$ cat src/rtl/memory_bus_responder.sv
// memory_bus_responder
//   Answers CPU bus strobes for a 16-bit address space. A small set of
//   addresses is served internally in the same cycle: the interrupt flag
//   register IF (0xFF0F), the interrupt enable register IE (0xFFFF) and the
//   unusable window 0xFEA0-0xFEFF. All other addresses become a request on an
//   external memory port, and the CPU is stalled until that port acknowledges.
//   Each strobe assertion produces exactly one access. A new access can only
//   start once the strobe has been released.
//
// Ports
//   i_Clk, i_Reset              clock, synchronous active-high reset
//   i_Address, i_Address_Out    CPU address bus and its "address valid" strobe
//   i_Bus_In, i_Bus_Out         CPU read / write request (write wins if both)
//   i_Data                      CPU write data
//   o_Data, o_Data_Valid        read data (held) and its one-cycle completion pulse
//   o_Ready                     low while the CPU must stall
//   o_Mem_Req/We/Addr/Wdata     external memory request (held until ack)
//   i_Mem_Rdata, i_Mem_Ack      external memory response
//   i_Irq_Request, i_Irq_Ack    per-bit set / clear of the IF register
//   o_Interrupts                pending and enabled interrupts (IE & IF)
module memory_bus_responder (
  input  logic        i_Clk,
  input  logic        i_Reset,
  input  logic [15:0] i_Address,
  input  logic        i_Address_Out,
  input  logic        i_Bus_In,
  input  logic        i_Bus_Out,
  input  logic [7:0]  i_Data,
  output logic [7:0]  o_Data,
  output logic        o_Data_Valid,
  output logic        o_Ready,
  output logic        o_Mem_Req,
  output logic        o_Mem_We,
  output logic [15:0] o_Mem_Addr,
  output logic [7:0]  o_Mem_Wdata,
  input  logic [7:0]  i_Mem_Rdata,
  input  logic        i_Mem_Ack,
  input  logic [4:0]  i_Irq_Request,
  input  logic [4:0]  i_Irq_Ack,
  output logic [4:0]  o_Interrupts
);

  typedef enum logic [1:0] {
    IDLE,    // waiting for a strobe
    ACCESS,  // external request outstanding
    HOLD     // access done, waiting for the strobe to drop
  } state_t;

  localparam logic [15:0] ADDR_IF      = 16'hFF0F;
  localparam logic [15:0] ADDR_IE      = 16'hFFFF;
  localparam logic [15:0] UNUSABLE_LO  = 16'hFEA0;
  localparam logic [15:0] UNUSABLE_HI  = 16'hFEFF;

  state_t      state_q;
  state_t      state_d;
  logic [15:0] addr_q;
  logic [4:0]  if_q;
  logic [4:0]  if_d;
  logic [7:0]  ie_q;

  logic        strobe;
  logic        start;
  logic        is_write;
  logic        hit_if;
  logic        hit_ie;
  logic        hit_unusable;
  logic        is_internal;
  logic [7:0]  int_rdata;

  // Decode is done on the latched address, so the address phase must precede
  // the strobe by at least one edge.
  assign strobe       = i_Bus_In | i_Bus_Out;
  assign start        = (state_q == IDLE) && strobe;
  assign is_write     = i_Bus_Out;
  assign hit_if       = (addr_q == ADDR_IF);
  assign hit_ie       = (addr_q == ADDR_IE);
  assign hit_unusable = (addr_q >= UNUSABLE_LO) && (addr_q <= UNUSABLE_HI);
  assign is_internal  = hit_if | hit_ie | hit_unusable;

  assign o_Interrupts = ie_q[4:0] & if_q;

  // Internal read mux; the unusable window reads as all ones.
  // NOTE: every signal assigned in always_comb gets a default first, so no
  // path leaves it unassigned and no latch is inferred.
  always_comb begin
    int_rdata = 8'hFF;
    if (hit_if)      int_rdata = {3'b111, if_q};
    else if (hit_ie) int_rdata = ie_q;
  end

  // IF update per bit: hardware request beats acknowledge beats CPU write.
  always_comb begin
    if_d = if_q;
    for (int i = 0; i < 5; i++) begin
      if (i_Irq_Request[i])                 if_d[i] = 1'b1;
      else if (i_Irq_Ack[i])                if_d[i] = 1'b0;
      else if (start && is_write && hit_if) if_d[i] = i_Data[i];
    end
  end

  // ---------------------------------------------------------------- FSM
  // NOTE: clocked state uses non-blocking assignments so every register
  // samples pre-edge values regardless of statement order.
  always_ff @(posedge i_Clk) begin
    if (i_Reset) state_q <= IDLE;
    else         state_q <= state_d;
  end

  always_comb begin
    state_d = state_q;
    unique case (state_q)
      IDLE:    if (strobe)    state_d = is_internal ? HOLD : ACCESS;
      ACCESS:  if (i_Mem_Ack) state_d = HOLD;
      HOLD:    if (!strobe)   state_d = IDLE;
      default:                state_d = IDLE;
    endcase
  end

  // Stall is combinational so the CPU freezes in the very cycle it strobes
  // an external address.
  always_comb begin
    o_Ready = 1'b1;
    unique case (state_q)
      IDLE:    if (strobe && !is_internal) o_Ready = 1'b0;
      ACCESS:  o_Ready = 1'b0;
      default: o_Ready = 1'b1;
    endcase
  end

  // ----------------------------------------------------------- datapath
  always_ff @(posedge i_Clk) begin
    if (i_Reset) begin
      addr_q       <= 16'h0000;
      if_q         <= 5'b0;
      ie_q         <= 8'h00;
      o_Data       <= 8'h00;
      o_Data_Valid <= 1'b0;
      o_Mem_Req    <= 1'b0;
      o_Mem_We     <= 1'b0;
      o_Mem_Addr   <= 16'h0000;
      o_Mem_Wdata  <= 8'h00;
    end else begin
      o_Data_Valid <= 1'b0;
      if_q         <= if_d;

      // The address is frozen while an external request is outstanding.
      if (i_Address_Out && (state_q != ACCESS)) addr_q <= i_Address;

      if (start && is_write && hit_ie) ie_q <= i_Data;

      if (start && is_internal && !is_write) begin
        o_Data       <= int_rdata;
        o_Data_Valid <= 1'b1;
      end

      if (start && !is_internal) begin
        o_Mem_Req   <= 1'b1;
        o_Mem_Addr  <= addr_q;
        o_Mem_We    <= is_write;
        o_Mem_Wdata <= i_Data;
      end

      if ((state_q == ACCESS) && i_Mem_Ack) begin
        o_Mem_Req <= 1'b0;
        if (!o_Mem_We) begin
          o_Data       <= i_Mem_Rdata;
          o_Data_Valid <= 1'b1;
        end
      end
    end
  end

endmodule

$ cat config.mk
export PLATFORM = sky130hd
export DESIGN_NAME = memory_bus_responder
export DESIGN_NICKNAME = d
export VERILOG_FILES = /design/src/rtl/memory_bus_responder.sv
export SDC_FILE = /design/constraint.sdc
export NUM_CORES = 1
export LEC_CHECK = 0
export CAP_MARGIN = 0
export CORE_MARGIN = 8
export CORE_UTILIZATION = 30
export DETAILED_ROUTE_END_ITERATION = 8
export SYNTH_ARGS = -nofsm -noshare
export SYNTH_HDL_FRONTEND = slang
export SYNTH_SLANG_ARGS = --single-unit
$ cat constraint.sdc
create_clock -name i_Clk -period 2.2 [get_ports i_Clk]
set_input_delay 0.55 -clock i_Clk [delete_from_list [all_inputs] [get_ports i_Clk]]
set_output_delay 0.55 -clock i_Clk [all_outputs]
set_load 0.1 [all_outputs]
# After elaboration in Yosys (flattened, before gate mapping)
# Cells that the tools add are included.
# W data, S select, Z words.
# totals
ff_bits	66
out_inout_bits	41
word_cells	79
# classes
n_lt_le_gt_ge	2
n_eq_ne	8
mux	30
n_bitwise	4
reduce_logical	21
# ops
operator	n
$mux W8	5
$eq A16 B16 Y1 const B	2
$mux W1	19
$ge A16 B16 Y1 const B	1
$le A16 B16 Y1 const B	1
$reduce_bool A3 Y1	5
$logic_and A1 B1 Y1	11
$mux W2	4
$ne A2 B2 Y1 const B	3
$pmux W2 S3	1
$and A5 B5 Y5	1
$or A1 B1 Y1	3
$reduce_and A3 Y1	1
$eq A2 B1 Y1 const B	1
$eq A2 B2 Y1 const B	1
$logic_not A1 Y1	2
$logic_not A2 Y1	1
$ne A2 B1 Y1 const B	1
$pmux W1 S2	1
$reduce_or A2 Y1	1

# Logic depth before layout (Yosys ltp)
# logic_depth
depth_word	8
mapped_depth	8
depth_no_buf	5

# Worst setup path before layout
# OpenSTA, ideal clock, no wires.
# synth_timing
path_type	register -> output
startpoint	register addr_q[4]
endpoint	output port o_Ready
arrival_ps	2119
setup_slack_ps	-469
stages_incl_launch_ff	6
path_buffers	0
cell_sequence	dfxtp_1 or4_4 a211o_1 a21oi_2 o21ai_1 nand2b_1
# synth_between
elab_chain_cells	7
word_cells_on_any_way	11
cone_classes	order compare: 2; eq/ne: 2; mux: 2; bitwise: 2; reduce/logical: 3
# synth_lines
item	line_no	rtl
from (decl)	56	logic [15:0] addr_q;
from (signal assigned)	147	if (i_Address_Out && (state_q != ACCESS)) addr_q <= i_Address;
$ge A16 B16 Y1, or another cell as far along	77	assign hit_unusable = (addr_q >= UNUSABLE_LO) && (addr_q <= UNUSABLE_HI);
$logic_and A1 B1 Y1 or $or A1 B1 Y1 (tied branches)	77, 78	
$or A1 B1 Y1 (*)	78	assign is_internal = hit_if | hit_ie | hit_unusable;
$logic_not A1 Y1 (*)	124	IDLE: if (strobe && !is_internal) o_Ready = 1'b0;
$logic_and A1 B1 Y1 (*)	124	
$mux W1 (*)	124	
$pmux W1 S2 (*)	123	unique case (state_q)
to (decl)	31	output logic o_Ready,
# Every way passes the cells marked *; elsewhere a longest branch is shown, timed or not.

# Worst setup path after layout
# Ends and elaborated chain as after synthesis.

==> flow_summary.json <==
{
  "place_area_um2": 3930,
  "synth_top_area_frac": 0.469,
  "maxCapViolations": 0,
  "netSwitchingPower_mw": 1.19,
  "worstPathCellList": "or4_4 -> a211o_1 -> a21oi_2 -> o21ai_2 -> nand2b_4 -> buf_12",
  "insertion_delay_ns": 0.35,
  "viasPerCell": 4.66,
  "synth-edff-count": 0,
  "globalplace.congestion": 0.756,
  "final_common_cell": "dfxtp_1",
  "cts_sinks": 66,
  "rsz0062_at_grt": "true",
  "max_stage_delay_ns": 0.53,
  "slew_headroom": 0.747,
  "outcome": "finished with violations",
  "antenna_found_initial": 0,
  "synth_area_um2": 2820,
  "first_pass_iters": 4,
  "yosys-top-cells-area": "dfxtp_1 47%, mux2i_1 21%, nor2_1 7.5%",
  "setup_viol": 1,
  "place_hpwl_um": 5720,
  "p_clk_frac": 0.298,
  "setup_slack_ns": -0.373,
  "synthFlopType": "dfxtp_1",
  "ir_drop_uv": 330,
  "sequentialPowerShare": 0.403,
  "fillerInstances": 906,
  "slew_violations": 0,
  "grt_max_degree": 35,
  "min_path_type": "reg2reg",
  "ys_types": 43,
  "die_w_um": 113,
  "crit_required_ns": 1.65,
  "synth_warnings": 0,
  "clkTransAtPathRegs_ns": 0.07,
  "cts.path.max_buffers": 2,
  "violations": "setup timing",
  "cts_setup_buffers": 0,
  "worstPathMaxFanout": 2,
  "vias": 2374,
  "drive_above_1_share": 0.254,
  "syn_inst": 283,
  "switching_share": 0.355,
  "drt_iter0_drc": 78,
  "max_freq_ghz": 0.389,
  "cts_tree": "yes",
  "grt_util_all_layers": 0.123,
  "finClkSkew_ns": 0.00738,
  "cts_buffers": 9,
  "p_int_mw": 2.16,
  "dieArea_um2": 12700,
  "period_share": 1.17,
  "postSynthAreaPerCell_um2": 9.96,
  "async_flop_share": 0,
  "layout_common_cells": "65 x dfxtp_1, 61 x buf_4, 59 x mux2i_1",
  "gr-total-overflow": 0,
  "final_nets": 441,
  "p_per_area_nw_per_um2": 811,
  "ant_nets": 0,
  "drt_wl_total_um": 7630,
  "syn_nets": 331,
  "placementRows": 35,
  "yosysTopAreaCell": "dfxtp_1",
  "core-area_um2": 9200,
  "utilization": 0.449,
  "hold_viol_final": 0,
  "seq_area_um2": 1320,
  "worstSetupPathType": "reg2out",
  "wl_per_cell_um": 15.0,
  "grt_pass1_wl_um": 12600,
  "diodes": 0,
  "cts-root-buf": "clkbuf_8",
  "slowest_stage": "or4_4",
  "fin_area_um2": 4130,
  "finalCriticalPeriod_ns": 2.57,
  "drcViolationCount": 0,
  "r2r_slack_ns": 0.12,
  "grt_pass1_vias": 2502,
  "cellLeakagePower_nw": 1.87,
  "floorplan.initialDensity": 0.306,
  "ioPinCount": 89,
  "worst_setup_path_end_kind": "output pin",
  "die_h_um": 113,
  "worstMarginPinSlew_ns": 0.377,
  "area_growth_pct": 46.4,
  "synth-seq-area-share": 0.469,
  "pwr-share-comb": 0.299,
  "crit_path_start_kind": "flop",
  "multi_input_area_um2": 1430,
  "finalSetupTns_ns": -0.373,
  "ys_ff_latch": 66,
  "cp.arrival_ns": 2.02,
  "htreeDepth": 3,
  "port_buffers": 88
}
==> Yosys cell counts (4+ instances only) <==
| cell | number |
|---|---|
| nor2_1 | 56 |
| nand2b_1 | 6 |
| dfxtp_1 | 66 |
| inv_1 | 4 |
| o21ai_1 | 8 |
| mux2i_1 | 59 |
| o31ai_1 | 5 |
| a21boi_0 | 6 |
| or3_1 | 6 |
| o21ai_0 | 5 |
| and2_1 | 5 |
| clkbuf_1 | 8 |
==> per-layer routing <==
layer	up-vias	track usage	wire (um)
met5	-	0	0
met4	0	0.0480	95
met3	8	0.0517	547
met2	63	0.192	3520
met1	1087	0.146	3470
li1	1216	-	-
==> state kept, by name, summed over array words and instances, names as in the netlist <==
name and flops:
addr_q 16, o_Mem_Addr 16, o_Mem_Wdata 8, o_Mem_We 1, ie_q 8, state_q 2
o_Data_Valid 1, if_q 5, o_Data 8, o_Mem_Req 1
==> path summary, 6_finish.rpt <==
| path | start | to | depth (start not counted) |
|---|---|---|---|
| worst max register to register | addr_q[4] | o_Data[5] | 6 |
| worst min register to register | o_Mem_Wdata[4] | o_Mem_Wdata[4] | 2 |
| worst min-delay path | o_Mem_Wdata[4] | o_Mem_Wdata[4] | 2 |
| worst max-delay path | addr_q[4] | o_Ready | 6 |
==> worst max-delay path: cells and delay by family, from the launching register on <==
family / cells / cell delay, ns
AOI/OAI and AO/OA: 3 / 0.57
buffers and inverters: 1 / 0.17
DFF: 1 / 0.33
and+or+nand+nor: 2 / 0.61
==> cell type report <==
class	count	area share
clock buffer	9	0.0300
clock inverter	7	0.0170
inverter	5	0.00516
multi-input combinational	198	0.345
sequential	66	0.321
tap	111	0.0337
timing repair buffer	113	0.248
==> power groups by stage <==
| stage | logic (mW) | clock network (mW) | registers (mW) |
|---|---|---|---|
| 2_1_floorplan | 0.341 | 0 | 1.73 |
| 3_3_place_gp | 1.00 | 0 | 1.37 |
| 3_5_place_dp | 1.01 | 0 | 1.38 |
| 4_1_cts | 1.01 | 1.04 | 1.35 |
| 5_1_grt | 1.05 | 1.09 | 1.36 |
| 6_report | 1.00 | 0.997 | 1.35 |
==> logic make-up (layout without fill, tap and decap cells) <==
logic type / after synthesis / count (layout) / synth area share
AOI/OAI and AO/OA: 40 / 40 / 0.106
buffers and inverters: 19 / 134 / 0.0346
DFF: 66 / 66 / 0.469
muxes: 59 / 59 / 0.210
and+or+nand+nor: 99 / 99 / 0.181
==> metrics by stage <==
stage / std cells / power (mW) / hold slack [ns] / setup WS [ns]
finish: 509 / 3.35 / 0.496 / -0.373
global route: 509 / 3.50 / 0.522 / -0.487
CTS: 509 / 3.40 / 0.502 / -0.413
detailed placement: 493 / 2.38 / 0.481 / -0.147
global placement: 493 / 2.38 / 0.477 / -0.133
floorplan: 283 / 2.07 / 0.465 / -0.0657
==> what timing repair did <==
item                                    CTS  global route
pin swaps                                 1             0
hold buffers                              0             0
resized for setup                         2             0
endpoints found under the setup margin    1             1
hold endpoints to repair                  0             0
No activity file was read; power rests on OpenSTA's default activity.
